<file path="config.mk">
export PLATFORM = sky130hd
export DESIGN_NAME = bus_master_if
export DESIGN_NICKNAME = d
export VERILOG_FILES = /design/src/rtl/bus_master_if.sv
export SDC_FILE = /design/constraint.sdc
export NUM_CORES = 1
export LEC_CHECK = 0
export CORE_ASPECT_RATIO = 1.5
export CORE_MARGIN = 2
export CORE_UTILIZATION = 36
export DETAILED_ROUTE_END_ITERATION = 7
export GPL_TIMING_DRIVEN = 0
export PLACE_DENSITY_LB_ADDON = 0.12
export SLEW_MARGIN = 10
export SYNTH_ARGS = -nofsm -noshare
export SYNTH_HDL_FRONTEND = slang
export SYNTH_SLANG_ARGS = --single-unit
</file>
<file path="constraint.sdc">
create_clock -name clk -period 1.7 [get_ports clk]
set_input_delay 0.34 -clock clk [delete_from_list [all_inputs] [get_ports clk]]
set_output_delay 0.34 -clock clk [all_outputs]
set_load 0.01 [all_outputs]
</file>
<file path="src/rtl/bus_master_if.sv">
// Single-request bus engine between the control unit and a word memory.
// Runs a req/ready handshake and reports read data, write completion or error.
module bus_master_if #(
  parameter int ADDR_W  = 32,
  parameter int DATA_W  = 32,
  parameter int TIMEOUT = 16
) (
  input  logic              clk,
  input  logic              rst,
  input  logic              BUS_start_transaction,
  input  logic              BUS_mode,
  input  logic [ADDR_W-1:0] BUS_addr,
  input  logic [DATA_W-1:0] BUS_wdata,
  output logic [DATA_W-1:0] BUS_rdata,
  output logic              BUS_rdata_valid,
  output logic              BUS_write_done,
  output logic              BUS_error,
  output logic              BUS_busy,
  output logic              mem_req,
  output logic              mem_we,
  output logic [ADDR_W-3:0] mem_addr,
  output logic [DATA_W-1:0] mem_wdata,
  input  logic [DATA_W-1:0] mem_rdata,
  input  logic              mem_ready
);

  // A zero TIMEOUT still needs a one-bit counter so the logic stays well formed.
  localparam int CNT_W = (TIMEOUT > 0) ? $clog2(TIMEOUT + 1) : 1;
  localparam int LAST  = (TIMEOUT > 0) ? TIMEOUT - 1 : 0;
  localparam logic [CNT_W-1:0] CNT_LAST = CNT_W'(LAST);
  localparam logic [CNT_W-1:0] CNT_MAX  = {CNT_W{1'b1}};

  typedef enum logic [1:0] {
    IDLE   = 2'd0,
    ACCESS = 2'd1,
    RESP   = 2'd2
  } state_t;

  state_t              state, state_d;
  logic [CNT_W-1:0]    cnt, cnt_d;
  logic                mem_req_d, mem_we_d;
  logic [ADDR_W-3:0]   mem_addr_d;
  logic [DATA_W-1:0]   mem_wdata_d;
  logic [DATA_W-1:0]   rdata_d;
  logic                rdata_valid_d, write_done_d, error_d;
  logic                misaligned;
  logic                timeout_hit;

  function automatic logic [CNT_W-1:0] sat_inc(input logic [CNT_W-1:0] v);
    return (v == CNT_MAX) ? v : v + CNT_W'(1);
  endfunction

  assign misaligned  = (BUS_addr[1:0] != 2'b00);
  assign timeout_hit = (TIMEOUT != 0) && (cnt == CNT_LAST);
  assign BUS_busy    = (state != IDLE);

  always_comb begin
    state_d       = state;
    cnt_d         = cnt;
    mem_req_d     = mem_req;
    mem_we_d      = mem_we;
    mem_addr_d    = mem_addr;
    mem_wdata_d   = mem_wdata;
    rdata_d       = BUS_rdata;
    rdata_valid_d = 1'b0;
    write_done_d  = 1'b0;
    error_d       = 1'b0;

    case (state)
      IDLE: begin
        if (BUS_start_transaction) begin
          if (misaligned) begin
            // Misaligned requests never reach the memory side.
            error_d = 1'b1;
            state_d = RESP;
          end else begin
            mem_req_d   = 1'b1;
            mem_we_d    = BUS_mode;
            mem_addr_d  = BUS_addr[ADDR_W-1:2];
            mem_wdata_d = BUS_wdata;
            cnt_d       = '0;
            state_d     = ACCESS;
          end
        end
      end

      ACCESS: begin
        cnt_d = sat_inc(cnt);
        if (mem_ready) begin
          // Ready takes priority over a timeout landing in the same cycle.
          mem_req_d = 1'b0;
          mem_we_d  = 1'b0;
          state_d   = RESP;
          if (mem_we) begin
            write_done_d = 1'b1;
          end else begin
            rdata_d       = mem_rdata;
            rdata_valid_d = 1'b1;
          end
        end else if (timeout_hit) begin
          mem_req_d = 1'b0;
          mem_we_d  = 1'b0;
          error_d   = 1'b1;
          state_d   = RESP;
        end
      end

      RESP: begin
        state_d = IDLE;
      end

      default: begin
        state_d   = IDLE;
        mem_req_d = 1'b0;
        mem_we_d  = 1'b0;
      end
    endcase
  end

  always_ff @(posedge clk) begin
    if (rst) begin
      state           <= IDLE;
      cnt             <= '0;
      mem_req         <= 1'b0;
      mem_we          <= 1'b0;
      mem_addr        <= '0;
      mem_wdata       <= '0;
      BUS_rdata       <= '0;
      BUS_rdata_valid <= 1'b0;
      BUS_write_done  <= 1'b0;
      BUS_error       <= 1'b0;
    end else begin
      state           <= state_d;
      cnt             <= cnt_d;
      mem_req         <= mem_req_d;
      mem_we          <= mem_we_d;
      mem_addr        <= mem_addr_d;
      mem_wdata       <= mem_wdata_d;
      BUS_rdata       <= rdata_d;
      BUS_rdata_valid <= rdata_valid_d;
      BUS_write_done  <= write_done_d;
      BUS_error       <= error_d;
    end
  end

endmodule

</file>
Yosys cells after proc, flatten, opt, wreduce, memory -nomap -nowiden. Cells that the tools add are included.

Register bits: 106. Bits of input ports: 101. Word-level logic and storage cells: 58.

Add/subtract/negate cells: 1. Equal/unequal tests: 8. Muxes and demuxes: 24. Bitwise gates (word level): 5. Reduce and logical (&&, ||, !) cells: 10.

Operators with widths (count): $mux W5 (3); $mux W1 (12); $pmux W5 S2 (1); $mux W2 (4); $reduce_and A4 Y1 (2); $ne A2 B2 Y1 const B (3); $pmux W1 S3 (2); $reduce_and A3 Y1 (2); $reduce_bool A2 Y1 (3); $add A5 B1 Y5 const B (1); $eq A5 B4 Y1 const B (1); $eq A5 B5 Y1 const B (1); $not A1 Y1 (5); $pmux W2 S2 (1); $ne A3 B3 Y1 const B (1); $reduce_or A3 Y1 (1); $eq A2 B1 Y1 const B (1); $eq A2 B2 Y1 const B (1); $logic_not A2 Y1 (1); $pmux W1 S2 (1); $reduce_and A2 Y1 (1).

Logic depth before layout (Yosys ltp).
Depth after elaboration: 4. Depth in mapped cells: 6.

Worst setup path after synthesis. Ideal clock, no wire load.

Path type: reg2reg. Start point: register cnt[0]. End point: register cnt[0]. Arrival time: 1.682 ns. Required time: 1.631 ns. Path slack: -0.050 ns. Stages on the path, launching flop included: 7. Path buffers: 0. Period minus slack after synthesis: 1.750 ns. Path through: dfxtp_1 ha_1 and3_1 ha_1 or3b_1 or3_1 o21ai_1.

Cells in the longest elaborated chain, start to end: 3.

RTL lines: start, declared (line 40) `logic [CNT_W-1:0] cnt, cnt_d;`; start signal, assigned (line 134) `cnt <= cnt_d;`; $add A5 B1 Y5 / $eq A5 B5 Y1 (equally long branches) (line 50) `return (v == CNT_MAX) ? v : v + CNT_W'(1);`; $mux W5 / $ne A2 B2 Y1 (equally long branches); $pmux W5 S2 / $reduce_and A4 Y1 (equally long branches).

Several ways; a longest one is shown, not always the timed one. The select of a mux whose other input is x is not followed. A chain may end at the register's enable or synchronous reset.

Worst setup path after layout.
Start point: register cnt[1]. End point: register cnt[3].

Same word-level chain as after synthesis.

==> flow_summary.yaml <==
worst_setup_path:
  path_class: "flip-flop to flip-flop"
  endpoint_kind: "flip-flop"
  path_common_cell: "ha_4"
  cpPeakStageDelay_ns: 0.34
  crit_chain: "ha_4 > and3_4 > ha_4 > buf_4 > nor3b_4 > a41oi_2 > a311oi_2"
  ff2ff_path_depth: 7
  startpoint_type: "flip-flop"
  r2r-end: "cnt[3]"
  crit_arrival_ns: 1.96
  critPathSlowestCell: "dfxtp_2"
  cp_data_required_time_ns: 1.95
  path_max_fanout: 3
  reg2reg_from: "cnt[1]"
  regToRegSetupSlack_ns: -0.009
synth:
  synthFlopType: "dfxtp_1"
  synth_top_family_by_area: "compound AO/OA/AOI/OAI gates"
  synth-simple-area-share_pct: 17.48
  synthAdderAreaFrac_pct: 0.9152
  ys.warnings.count: 0
  synth_mux_area_share_pct: 0
  synth_cell_types: 36
  netlist_area_um2: 4101
  netlist_instances: 487
  synth_edf_count: 0
  synth-compound-area-share_pct: 22.57
  syn_avg_cell_area_um2: 8.422
  synth_xor_area_share_pct: 0
  synth-seq-cells: 106
  ys_seq_area_share_pct: 51.74
  async_reset_ff_share_pct: 0
  syn_nets: 591
detailed_routing:
  vias: 4328
  wirelength_um: 13050
  drc: 0
  drt-pass1-iter-count: 4
  wire_per_inst_um: 15.18
  drt_first_iter_violations: 169
  via_per_inst: 5.033
  ant_nets: 0
hold_path:
  worst_hold_path.endpoint: "BUS_rdata[12]"
  worstHoldPathType: "flip-flop to flip-flop"
  min_path_cells: 2
  min_from: "BUS_rdata[12]"
power:
  power.total_uw: 5281
  vdd_ir_drop_max_v: 0.0004789
  pwr_density_cell_nw_per_um2: 777.5
  leakagePower_uw: 0.002321
grt:
  grtUsageTotal_pct: 21.22
  grt_pass1_wl_um: 21090
  antenna_found_initial: 0
  grt_max_degree: 17
  grt_pass1_vias: 4410
  gr-total-overflow: 0
timing:
  period_needed_ns: 1.709
  tns_ns: -0.009198
  worst_pin_slew_ns: 0.5436
  max_freq_mhz: 585.1
  setup_viol_count_final: 1
  slew_violations: 0
  skew_ns: 0.004514
  rsz0062_at_grt: "true"
  period_share_pct: 100.5
  hold_viol: 0
  max_slew_margin_pct: 63.76
  setup_ws_ns: -0.009198
final_layout:
  seq_area_um2: 2128
  nets: 812
  multi_input_area_um2: 1768
  fillCellCount: 1002
  final_area_um2: 6792
  fin_cells: 860
  drive_gt1_share_pct: 10.24
  insertedDiodeCount: 0
  final_common_cell: "clkdlybuf4s50_1"
  final_cell_mix: "clkdlybuf4s50_1 (194), dfxtp_1 (103), a21oi_1 (100)"
  synthToLayoutAreaGrowth_pct: 65.59
outcome:
  failed_checks: "setup timing"
  status: "complete, but fails checks"
clock_tree:
  clock_path_buffers: 2
  cts_made_buffers: 9
  h-tree-depth: 3
  cts_hold_buf: 0
  clock_latency_ns: 0.34
  cts_sinks: 106
  cts_tree: "yes"
  root_buffer: "clkbuf_16"
  cts.clk_slew.worst_paths_ns: 0.07
floorplan:
  initial_core_util_pct: 37.10
  fp.dieH_um: 134.7
  die_area_um2: 12280
  design.core.area_um2: 11060
  rows: 47
  ios: 201
  dieWidth_um: 91.15
place:
  placed_cells: 833
  hpwlAfterDp_um: 9722
  portBuffers: 199
  gp_congestion: 0.7412
  placed_cell_area_um2: 6285
flow_run:
  maxCapViolations: 0
==> state kept, by name, summed over array words and instances, names as in the netlist <==
name and count:
BUS_write_done 1, BUS_rdata 32, state 2, BUS_rdata_valid 1, mem_req 1, mem_wdata 32
BUS_error 1, mem_we 1, cnt 5, mem_addr 30
==> cells by family (layout without fill, tap and decap cells) <==
| kind of cell | Yosys count | after routing |
|---|---|---|
| adders and majority gates | 3 | 3 |
| buffers and inverters | 52 | 278 |
| AOI/OAI and AO/OA | 176 | 176 |
| DFF | 106 | 106 |
| and+or+nand+nor | 150 | 150 |
==> per-stage QoR <==
step	hold slack [ns]	utilization (%)	worst slack [ns]
after global placement	0.4421	56.85	-0.3738
after detailed placement	0.4504	56.85	-0.4113
after global routing	0.4766	61.43	-0.07559
final	0.4556	61.43	-0.009198
after CTS	0.4603	60.57	-0.05135
after floorplan	0.4426	-	0.01894
==> layer usage <==
layer	global-route usage (%)	routed length, um
met1	22.74	4943
met2	38.56	6869
met3	6.138	892
met4	9.175	347
met5	0	0
==> how the worst max path moves through the flow <==
stage	start	end	slack, ns	depth (start not counted)
2_1_floorplan	cnt[0]	cnt[0]	0.02	6
3_3_place_gp	state[1]	BUS_busy	-0.37	4
3_5_place_dp	state[1]	BUS_busy	-0.41	4
4_1_cts	cnt[0]	cnt[0]	-0.05	6
5_1_grt	cnt[1]	cnt[3]	-0.08	7
6_report	cnt[1]	cnt[3]	-0.009	7
==> power by group <==
part / switching, uW / total (uW) / internal (uW)
combinational: 323 / 748 / 425
clock: 879 / 1950 / 1070
sequential: 33.9 / 2580 / 2550
==> repair_timing <==
action                                  4_1_cts  5_1_grt
endpoints found under the setup margin        4       84
gates resized for setup                      23       24
setup buffers                                 8        3
pin swaps                                     3        8
==> final cells by class <==
| cell class | instances | area share, % |
|---|---|---|
| buffer | 49 | 4.827 |
| inverter | 3 | 0.1658 |
| tap | 147 | 2.708 |
| sequential | 106 | 31.34 |
| clock inverter | 4 | 0.3869 |
| multi-input combinational | 329 | 26.03 |
| timing repair buffer | 210 | 30.77 |
| clock buffer | 12 | 3.777 |
==> Yosys cell counts (all sizes together) (2+ instances only) <==
cell type  number  area share [%]
or3             2            0.31
o21ai          66             8.4
dfxtp         106              52
nor3b           2            0.37
buf            22             4.5
ha              3            0.92
clkbuf         27             2.5
inv             3            0.27
nand3          63             7.7
nand2          68             6.2
a21oi         100              12
o211ai          3            0.55
a211oi          2            0.37
nand2b          4            0.61
==> worst max-delay path, delay by kind of cell, from the launching register on <==
family,cells,cell delay (ns)
AOI/OAI and AO/OA,2,0.37
DFF,1,0.34
and+or+nand+nor,2,0.47
adders and majority gates,2,0.31
buffers and inverters,1,0.14
(Power assumes the default switching activity.)
